File: src/rtl/cdb_arbiter_if.sv
// Common-data-bus handshake bundle: four result sources with require/requireAC,
// plus the registered broadcast seen by register file, reservation stations and queues.
interface cdb_arbiter_if #(
  parameter int unsigned DATA_W  = 32,
  parameter int unsigned LABEL_W = 4
);
  logic [3:0]         require;
  logic [DATA_W-1:0]  data0;
  logic [DATA_W-1:0]  data1;
  logic [DATA_W-1:0]  data2;
  logic [DATA_W-1:0]  data3;
  logic [LABEL_W-1:0] label0;
  logic [LABEL_W-1:0] label1;
  logic [LABEL_W-1:0] label2;
  logic [LABEL_W-1:0] label3;
  logic [3:0]         requireAC;
  logic               BCEN;
  logic [LABEL_W-1:0] BClabel;
  logic [DATA_W-1:0]  BCdata;

  // Sources and broadcast consumers.
  modport master (
    output require, data0, data1, data2, data3, label0, label1, label2, label3,
    input  requireAC, BCEN, BClabel, BCdata
  );

  // Arbiter.
  modport slave (
    input  require, data0, data1, data2, data3, label0, label1, label2, label3,
    output requireAC, BCEN, BClabel, BCdata
  );
endinterface

File: src/rtl/cdb_arbiter.sv
// Round-robin responder for the common data bus: grants one source per cycle and
// broadcasts its label/data one cycle later.
module cdb_arbiter #(
  parameter int unsigned DATA_W  = 32,
  parameter int unsigned LABEL_W = 4
) (
  input  logic          clk,
  input  logic          nRST,
  cdb_arbiter_if.slave  bus
);
  localparam int unsigned N_SRC = 4;

  logic [1:0]         r_ptr;
  logic               r_bcen;
  logic [LABEL_W-1:0] r_bclabel;
  logic [DATA_W-1:0]  r_bcdata;

  logic               w_found;
  logic [1:0]         w_win;
  logic [1:0]         w_idx;
  logic [3:0]         w_grant;
  logic [LABEL_W-1:0] w_label;
  logic [DATA_W-1:0]  w_data;

  // First requester at or after the pointer wins; no grant while in reset.
  always_comb begin
    w_found = 1'b0;
    w_win   = 2'd0;
    w_idx   = 2'd0;
    w_grant = 4'd0;
    for (int k = 0; k < int'(N_SRC); k++) begin
      w_idx = r_ptr + 2'(k);
      if (!w_found && bus.require[w_idx]) begin
        w_found = 1'b1;
        w_win   = w_idx;
      end
    end
    if (w_found && nRST) begin
      w_grant[w_win] = 1'b1;
    end
  end

  always_comb begin
    w_label = bus.label0;
    w_data  = bus.data0;
    case (w_win)
      2'd0: begin w_label = bus.label0; w_data = bus.data0; end
      2'd1: begin w_label = bus.label1; w_data = bus.data1; end
      2'd2: begin w_label = bus.label2; w_data = bus.data2; end
      default: begin w_label = bus.label3; w_data = bus.data3; end
    endcase
  end

  // Label 0 means "no producer": consumed and pointer advanced, but not announced.
  always_ff @(posedge clk or negedge nRST) begin
    if (!nRST) begin
      r_ptr     <= 2'd0;
      r_bcen    <= 1'b0;
      r_bclabel <= '0;
      r_bcdata  <= '0;
    end else if (w_found) begin
      r_ptr     <= w_win + 2'd1;
      r_bcen    <= (w_label != '0);
      r_bclabel <= w_label;
      r_bcdata  <= w_data;
    end else begin
      r_bcen    <= 1'b0;
      r_bclabel <= '0;
    end
  end

  assign bus.requireAC = w_grant;
  assign bus.BCEN      = r_bcen;
  assign bus.BClabel   = r_bclabel;
  assign bus.BCdata    = r_bcdata;
endmodule

File: src/flat_wrapper.sv
// flat-port wrapper written by rule: the top's interface ports become plain ports
module cdb_arbiter_flat 
#(
  parameter int unsigned DATA_W  = 32,
  parameter int unsigned LABEL_W = 4
)
  (clk, nRST, bus_require, bus_data0, bus_data1, bus_data2, bus_data3, bus_label0, bus_label1, bus_label2, bus_label3, bus_requireAC, bus_BCEN, bus_BClabel, bus_BCdata);
  cdb_arbiter_if #(.DATA_W(DATA_W), .LABEL_W(LABEL_W)) bus_i ();
  input  logic clk;
  input  logic nRST;
  input wire logic [$bits(bus_i.require)-1:0] bus_require;
  input wire logic [$bits(bus_i.data0)-1:0] bus_data0;
  input wire logic [$bits(bus_i.data1)-1:0] bus_data1;
  input wire logic [$bits(bus_i.data2)-1:0] bus_data2;
  input wire logic [$bits(bus_i.data3)-1:0] bus_data3;
  input wire logic [$bits(bus_i.label0)-1:0] bus_label0;
  input wire logic [$bits(bus_i.label1)-1:0] bus_label1;
  input wire logic [$bits(bus_i.label2)-1:0] bus_label2;
  input wire logic [$bits(bus_i.label3)-1:0] bus_label3;
  output wire logic [$bits(bus_i.requireAC)-1:0] bus_requireAC;
  output wire logic [$bits(bus_i.BCEN)-1:0] bus_BCEN;
  output wire logic [$bits(bus_i.BClabel)-1:0] bus_BClabel;
  output wire logic [$bits(bus_i.BCdata)-1:0] bus_BCdata;
  assign bus_i.require = bus_require;
  assign bus_i.data0 = bus_data0;
  assign bus_i.data1 = bus_data1;
  assign bus_i.data2 = bus_data2;
  assign bus_i.data3 = bus_data3;
  assign bus_i.label0 = bus_label0;
  assign bus_i.label1 = bus_label1;
  assign bus_i.label2 = bus_label2;
  assign bus_i.label3 = bus_label3;
  assign bus_requireAC = bus_i.requireAC;
  assign bus_BCEN = bus_i.BCEN;
  assign bus_BClabel = bus_i.BClabel;
  assign bus_BCdata = bus_i.BCdata;
  cdb_arbiter #(.DATA_W(DATA_W), .LABEL_W(LABEL_W)) u_core (.clk(clk), .nRST(nRST), .bus(bus_i));
endmodule
File: config.mk
export PLATFORM = sky130hd
export DESIGN_NAME = cdb_arbiter_flat
export DESIGN_NICKNAME = d
export VERILOG_FILES = /design/src/rtl/cdb_arbiter_if.sv /design/src/rtl/cdb_arbiter.sv /design/src/flat_wrapper.sv
export SDC_FILE = /design/constraint.sdc
export NUM_CORES = 1
export LEC_CHECK = 0
export ABC_AREA = 1
export CAP_MARGIN = 20
export CORE_UTILIZATION = 50
export CTS_CLUSTER_DIAMETER = 200
export DETAILED_ROUTE_END_ITERATION = 10
export DONT_BUFFER_PORTS = 1
export GPL_TIMING_DRIVEN = 0
export HOLD_SLACK_MARGIN = 0.06
export PLACE_DENSITY = 0.79
export SETUP_SLACK_MARGIN = 0.1
export SYNTH_ARGS = -nofsm -noshare
export SYNTH_HDL_FRONTEND = slang
export SYNTH_SLANG_ARGS = --single-unit
File: constraint.sdc
create_clock -name clk -period 3.8 [get_ports clk]
set_input_delay 1.14 -clock clk [delete_from_list [all_inputs] [get_ports clk]]
set_output_delay 1.14 -clock clk [all_outputs]
set_load 0.01 [all_outputs]
* Word level (Yosys, flattened, before mapping)
Cells that the tools add are included.
** Word-level totals
- Output and inout port bits :: 41
- Memory bits (writable) :: 0
- Memory bits (read-only) :: 0
- Logic and storage cells :: 49
- Register bits after elaboration :: 39
- Memories kept :: 0
- Latch bits :: 0
** Cells by class
- Bitwise logic cells :: 0
- Divide/modulo/power cells :: 0
- Multipliers :: 0
- Mux-type cells :: 23
- Equality and inequality tests :: 2
- Reductions and logical operators :: 10
- Add/sub/neg operators :: 4
- Shift-type cells :: 0
- Order comparisons :: 6
** Operator list (count)
- case mux 32 bit (3 select lines) :: 1
- < comparator 2 x 3 -> 1 bit (second input constant) :: 5
- case mux 4 bit (3 select lines) :: 1
- 2-to-1 mux 1 bit :: 10
- binary-select mux 1 bit (select 2 bit) :: 4
- 2-to-1 mux 2 bit :: 4
- 2-to-1 mux 4 bit :: 2
- logical AND 1 bit :: 5
- adder 2 x 1 -> 2 bit (second input constant) :: 2
- adder 2 bit (second input constant) :: 2
- nonzero test 4 bit :: 1
- zero test 1 bit :: 3
- demux 1 bit (select 2 bit) :: 1
- == test 2 x 1 -> 1 bit (second input constant) :: 1
- == test 2 bit (second input constant) :: 1
- >= comparator 2 x 1 -> 1 bit (second input constant) :: 1
- zero test 2 bit :: 1

* Longest topological paths before layout
Gate-level depths: netlist of the first run.
- Depth after elaboration :: 17
- Depth in mapped cells :: 20
- Mapped depth without buffers :: 18

* Worst setup path before layout of the first run
OpenSTA, ideal clock, no wires.
- Path kind :: in2out
- Start point :: input bus_require[1]
- End point :: output bus_requireAC[2]
- Path buffers :: 2
- Data required time :: 2.660 ns
- Arrival time :: 2.924 ns
- Stages :: 14
- Path slack :: -0.264 ns
- Cells stage by stage :: inv_1 > nand2_1 > nand3_1 > nand2_2 > nor2_4 > nand2_1 > nor2_1 > nor2_1 > nor2_1 > ha_1 > clkbuf_1 > clkbuf_1 > inv_1 > nor2_1
** On the way
- Word-level cells in the longest chain between the ends :: 17
** Ends and longest elaborated chain
- from (decl) :: line flat_wrapper.sv:11 : input wire logic [$bits(bus_i.require)-1:0] bus_require;
- binary-select mux 1 bit (select 2 bit) :: line cdb_arbiter.sv:33 : if (!w_found && bus.require[w_idx]) begin
- 2-to-1 mux 1 bit (implied by the code) :: line cdb_arbiter.sv:33
- 2-to-1 mux 1 bit :: line cdb_arbiter.sv:33
- zero test 1 bit :: line cdb_arbiter.sv:33
- logical AND 1 bit :: line cdb_arbiter.sv:33
- 2-to-1 mux 1 bit :: line cdb_arbiter.sv:33
- zero test 1 bit :: line cdb_arbiter.sv:33
- logical AND 1 bit :: line cdb_arbiter.sv:33
- 2-to-1 mux 1 bit :: line cdb_arbiter.sv:33
- zero test 1 bit :: line cdb_arbiter.sv:33
- logical AND 1 bit :: line cdb_arbiter.sv:33
- 2-to-1 mux 2 bit :: line cdb_arbiter.sv:33
- < comparator 2 x 3 -> 1 bit (implied by the code) / >= comparator 2 x 1 -> 1 bit (equally long branches) :: line cdb_arbiter.sv:39 : w_grant[w_win] = 1'b1;
- logical AND 1 bit (implied by the code) :: line cdb_arbiter.sv:39
- 2-to-1 mux 1 bit (implied by the code) :: line cdb_arbiter.sv:39
- demux 1 bit (select 2 bit)
- 2-to-1 mux 4 bit (*) :: line cdb_arbiter.sv:38 : if (w_found && nRST) begin
- to (decl) :: line flat_wrapper.sv:20 : output wire logic [$bits(bus_i.requireAC)-1:0] bus_requireAC;
Mark *: on every way between the ends. The rest lies on a longest branch, timed or not. The select of a mux whose other input is x is not followed.

* Final worst setup path of the first run
Same ends and word-level chain as after synthesis.

==> results of run 1 <==
worst max-delay path, delay by kind of cell:
kind / cells / cell delay [ns]
fa+ha+maj: 1 / 0.20
buf+inv: 4 / 0.30
simple gates: 9 / 0.87
synth_stat cells:
library cell	number
nor2_1	13
clkbuf_4	1
dfrtp_1	39
nor2_4	1
clkbuf_1	16
buf_6	3
inv_4	1
nand2_4	1
nand2_2	36
nand3_1	38
o21ai_1	10
nor3_1	1
buf_12	4
nand2_1	117
inv_1	18
a21oi_1	36
a31oi_1	4
inv_6	1
nand3_4	1
o21ai_2	29
ha_1	5
inv_2	2
o21ai_0	28
buf_1	3
sequential cells by signal, indices dropped and copies added (netlist names):
| signal | flops |
|---|---|
| u_core.r_ptr | 2 |
| u_core.bus.BCdata | 32 |
| u_core.bus.BClabel | 4 |
| u_core.bus.BCEN | 1 |
cell usage in the layout, fill, tap and decap left out, drive strengths merged:
| cell | n |
|---|---|
| a21oi | 36 |
| a31oi | 4 |
| buf | 29 |
| bufinv | 1 |
| clkbuf | 17 |
| clkinv | 1 |
| dfrtp | 39 |
| ha | 5 |
| inv | 22 |
| nand2 | 154 |
| nand3 | 39 |
| nor2 | 14 |
| nor3 | 1 |
| o21ai | 67 |
final timing paths:
kind,slack (ns),cells after the start,endpoint
min,0.54,0,u_core.bus.BCdata[25]$_DFFE_PN0P_
max,0.14,14,bus_requireAC[2]
max in group asynchronous,3.18,0,u_core.r_ptr[0]$_DFFE_PN0P_
max reg2reg,0.62,18,u_core.bus.BCdata[21]$_DFFE_PN0P_
min in group clk,0.56,2,u_core.bus.BCdata[12]$_DFFE_PN0P_
min reg2reg,0.56,2,u_core.bus.BCdata[12]$_DFFE_PN0P_
stage by stage:
step | TNS [ns] | instances | utilization (%) | cell area [um2] | hold slack (ns)
2_1_floorplan | 0 | 408 | - | 2980 | 0.520
3_3_place_gp | -0.245 | 480 | 55.0 | 3070 | 0.534
3_5_place_dp | -0.374 | 480 | 55.0 | 3070 | 0.542
4_1_cts | 0 | 489 | 57.8 | 3220 | 0.531
5_1_grt | 0 | 501 | 60.3 | 3360 | 0.514
6_report | 0 | 501 | 60.3 | 3360 | 0.538
kinds of logic (layout without fill, tap and decap cells):
kind of cell               count (synthesis)  count (layout)
and+or+nand+nor                          208             208
DFF                                       39              39
buffers and inverters                     49              70
AOI/OAI and AO/OA                        107             107
adders and majority gates                  5               5
metal layers:
layer	up-vias	routed length, um	share of wire [%]
li1	1378	-	-
met1	1397	3430	40
met2	162	4370	51
met3	10	675	7.8
met4	0	124	1.4
met5	-	0	0
layout make-up:
cell class	instances	area (um2)	share of cell area (%)
Buffer	24	225	6.70
Clock buffer	6	82.6	2.46
Clock inverter	2	35.0	1.04
Inverter	22	90.1	2.68
Multi-Input combinational cell	320	1740	51.7
Sequential cell	39	976	29.1
Tap cell	72	90.1	2.68
Timing Repair Buffer	16	124	3.69
what timing repair did:
item,4_1_cts,5_1_grt
gates cloned,0,0
resized for setup,13,15
pin swaps,7,10
endpoints found under the setup margin,3,6
setup buffers,4,12
hold buffers,0,0
==> flow_metrics.tcl, run 1 <==
set metrics [dict create \
    grt_max_degree 41 \
    io_pins 191 \
    cts_buffer_depth 2 \
    busiest_layer "met2" \
    fp.dieArea_um2 6150 \
    place_worst_setup_slack_ns -0.128 \
    hold_violations 0 \
    tightest_slew_ns 0.563 \
    drt_iter0_drc 161 \
    antenna_found_initial 0 \
    vias_per_cell 5.88 \
    clk_latency_ns 0.28 \
    synthCells 408 \
    synthMuxAreaShare_pct 0 \
    max-cap-violations 0 \
    synth-xor-area-share_pct 0 \
    finalSetupViolCount 0 \
    vias 2947 \
    synth_top_cell_area_share_pct 33.4 \
    die_width_um 78.4 \
    synth_nets 563 \
    layout.nets 583 \
    synth-simple-area-share_pct 32.5 \
    root_buffer "clkbuf_8" \
    grt_pass1_wl_um 12700 \
    cpMaxStageDelayCell "ha_2" \
    yosys_warnings 0 \
    gp_congestion 0.923 \
    grt_overflow_total 0 \
    num_rows 27 \
    path_max_fanout 4 \
    critPathRequiredTime_ns 2.66 \
    avgSynthCellArea_um2 7.15 \
    setup_ws_ns 0.142 \
    yosysTopAreaCell "dfrtp_1" \
    crit_type "input pin to output port" \
    ys_ff_latch 39 \
    initial_utilization_pct 52.4 \
    end_kind "output port" \
    synth_compound_area_share_pct 22.2 \
    cp_cell_sequence "inv_1 > nand2_1 > nand3_2 > nand2_2 > nor2_4 > buf_6 > nand2_1 > nand2_2 > nor2_1 > nor2_2 > ha_2 > buf_8 > inv_1 > nor2_2" \
    fin_skew_ns 0.00294 \
    final_max_slew_viol_count 0 \
    reg2reg_from "u_core.r_ptr[1]$_DFFE_PN0P_" \
    wl_per_cell_um 17.2 \
    outcome "complete, no violations" \
    nFillCells 540 \
    h-tree-depth 2 \
    routed_wl_um 8600 \
    fin_crit_sh_pct 96.3 \
    postRouteAntennaNets 0 \
    synthTopCellsByArea "dfrtp_1, nand2_1, o21ai_2" \
    io_buffers 0 \
    use_met3_pct 5.35 \
    diodes 0 \
    coreArea_um2 5570 \
    drive_above_1_share_pct 29.6 \
    fp.dieH_um 78.4 \
    dr.pass1.iters 5 \
    synth_fa_ha_area_share_pct 2.14 \
    synthToLayoutAreaGrowth_pct 15.1 \
    crit_arrival_ns 2.52 \
    use_met2_pct 47.0 \
    synth_top_family_by_area "simple AND/OR/NAND/NOR gates" \
    grt_pass1_vias 2565 \
    use_met1_pct 32.9 \
    clk_pin_slew_worst_paths_ns 0.08 \
    drc 0 \
    numCtsBuffers 5 \
    dp_hpwl_um 6350 \
    yosysUniqueCellTypes 24 \
    track_usage_pct 26.9 \
    start_kind "input pin" \
    clock_sinks 39 \
    slew_headroom_pct 62.5 \
    max_freq_mhz 273 \
    cts_tree "built" \
    crit_path_max_incr_delay_ns 0.20 \
    grt_setup_unrepaired "true" \
    syn-cell-area_um2 2920 \
    synth-seq-area-share_pct 33.4 \
    startpoint "bus_require[1]" \
    holdCritPathClass "input pin to asynchronous set/reset pin" \
    finalCriticalPeriod_ns 3.66 \
]
Power of run 1 is left out: the tool's default activity adds up to more than one toggle a clock period on the data nets, which glitch-free logic cannot reach.
==> run 2, diff against run 1 <==
Settings changed: MAX_ROUTING_LAYER set to met4.
==> run 2 against run 1 <==
Sequential share of layout area unchanged. Via count down 0.85%. Worst setup slack improved by 0.015 ns. Fmax grew 0.42%. Core utilization unchanged. Non-clock buffer count is the same. Wire length shrank 0.58%. Critical endpoint is now bus_requireAC[0]. Highest routed layer unchanged.
==> flow_metrics.tcl, run 2 (synthesis gave the netlist of run 1 again) <==
set metrics [dict create \
    die_width_um 78.4 \
    outcome "complete, no violations" \
    fin_tns_setup_ns 0 \
    dp_hpwl_um 6350 \
    nFillCells 540 \
    gp_congestion 0.939 \
    final_max_slew_viol_count 0 \
    synthToLayoutAreaGrowth_pct 15.1 \
    finalCriticalPeriod_ns 3.64 \
    wl_per_cell_um 17.1 \
    fp.dieH_um 78.4 \
    reg2reg_slack_ns 0.63 \
    io_pins 191 \
    cts_tree "built" \
    postRouteAntennaNets 0 \
    dr.pass1.iters 4 \
    drive_above_1_share_pct 29.6 \
    track_usage_pct 27.6 \
    grt_max_degree 41 \
    rr_worst_depth 18 \
    vias_per_cell 5.83 \
    fin_crit_sh_pct 95.8 \
    grt_overflow_total 0 \
    layout.nets 583 \
    max-cap-violations 0 \
    holdCritPathClass "input pin to asynchronous set/reset pin" \
    root_buffer "clkbuf_8" \
    vias 2922 \
    crit_arrival_ns 2.50 \
    antenna_found_initial 0 \
    hold_violations 0 \
    numCtsBuffers 5 \
    coreArea_um2 5570 \
    clk_latency_ns 0.28 \
    slew_headroom_pct 61.4 \
    fp.dieArea_um2 6150 \
    cp-endpoint "bus_requireAC[0]" \
    drc 0 \
    max_freq_mhz 275 \
    finalSetupViolCount 0 \
    grt_pass1_vias 2569 \
    tightest_slew_ns 0.580 \
    initial_utilization_pct 52.4 \
    crit_type "input pin to output port" \
    path_max_fanout 7 \
    io_buffers 0 \
    end_kind "output port" \
    cts_buffer_depth 2 \
    whs_ns 0.536 \
    clk_pin_slew_worst_paths_ns 0.08 \
    critPathRequiredTime_ns 2.66 \
    grt_setup_unrepaired "true" \
    diodes 0 \
    drt_iter0_drc 147 \
    final_common_cell "nand2_1" \
    layout_common_cells "nand2_1, nand2_2, dfrtp_1, a21oi_1, nand3_1" \
    num_rows 27 \
    r2r-end "u_core.bus.BCdata[10]$_DFFE_PN0P_" \
    start_kind "input pin" \
    h-tree-depth 2 \
    fin_skew_ns 0.00516 \
    grt_pass1_wl_um 12700 \
    reg2reg_from "u_core.r_ptr[1]$_DFFE_PN0P_" \
    clock_sinks 39 \
    routed_wl_um 8550 \
    largest_register_ffs 32 \
    final_cell_area_um2 3360 \
    startpoint "bus_require[1]" \
    place_area_um2 3070 \
]
[run 2: worst min-delay path by stage]
| stage | startpoint | end | slack, ns |
|---|---|---|---|
| after global routing | nRST | u_core.bus.BCdata[27]$_DFFE_PN0P_ | 0.51 |
| after CTS | nRST | u_core.bus.BCdata[27]$_DFFE_PN0P_ | 0.53 |
| after detailed placement | u_core.bus.BCdata[19]$_DFFE_PN0P_ | u_core.bus.BCdata[19]$_DFFE_PN0P_ | 0.54 |
| after global placement | u_core.bus.BCdata[16]$_DFFE_PN0P_ | u_core.bus.BCdata[16]$_DFFE_PN0P_ | 0.53 |
| final | nRST | u_core.bus.BCdata[25]$_DFFE_PN0P_ | 0.54 |
| after floorplan | u_core.bus.BCdata[0]$_DFFE_PN0P_ | u_core.bus.BCdata[0]$_DFFE_PN0P_ | 0.52 |
[run 2: what timing repair did]
item                       4_1_cts  5_1_grt
gates resized for setup         13       15
pin swaps                        7       10
setup endpoints to repair        3        6
buffers inserted                 4       12
hold buffers                     0        0
[run 2: metal layers]
| metal | share of wire (%) | global-route usage (%) |
|---|---|---|
| met1 | 41 | 33.0 |
| met2 | 51 | 47.0 |
| met3 | 7.3 | 5.23 |
| met4 | 1.3 | 8.89 |
| met5 | 0 | - |
[run 2: area by class of cell]
class	count	area, um2	area share [%]
Multi-Input combinational cell	320	1740	51.7
Sequential cell	39	976	29.1
Buffer	24	225	6.70
Timing Repair Buffer	16	124	3.69
Inverter	22	90.1	2.68
Tap cell	72	90.1	2.68
Clock buffer	6	82.6	2.46
Clock inverter	2	35.0	1.04
[run 2: per-stage QoR]
| stage | utilization, % | setup WS [ns] | instances |
|---|---|---|---|
| floorplan | - | 0.0908 | 408 |
| global placement | 55.0 | -0.0867 | 480 |
| detailed placement | 55.0 | -0.128 | 480 |
| CTS | 57.8 | 0.101 | 489 |
| global route | 60.3 | 0.0657 | 501 |
| finish | 60.3 | 0.158 | 501 |
[run 2: worst max-delay path, stage by stage]
cell,delay [ns]
inv_1,0.03
nand2_1,0.09
nand3_1,0.10
nand2_2,0.11
inv_2,0.06
nand2_2,0.09
nor2_4,0.05
buf_4,0.14
o21ai_2,0.17
ha_2,0.22
buf_12,0.12
inv_1,0.05
nor2_2,0.13
Power of run 2 is left out for the same reason.
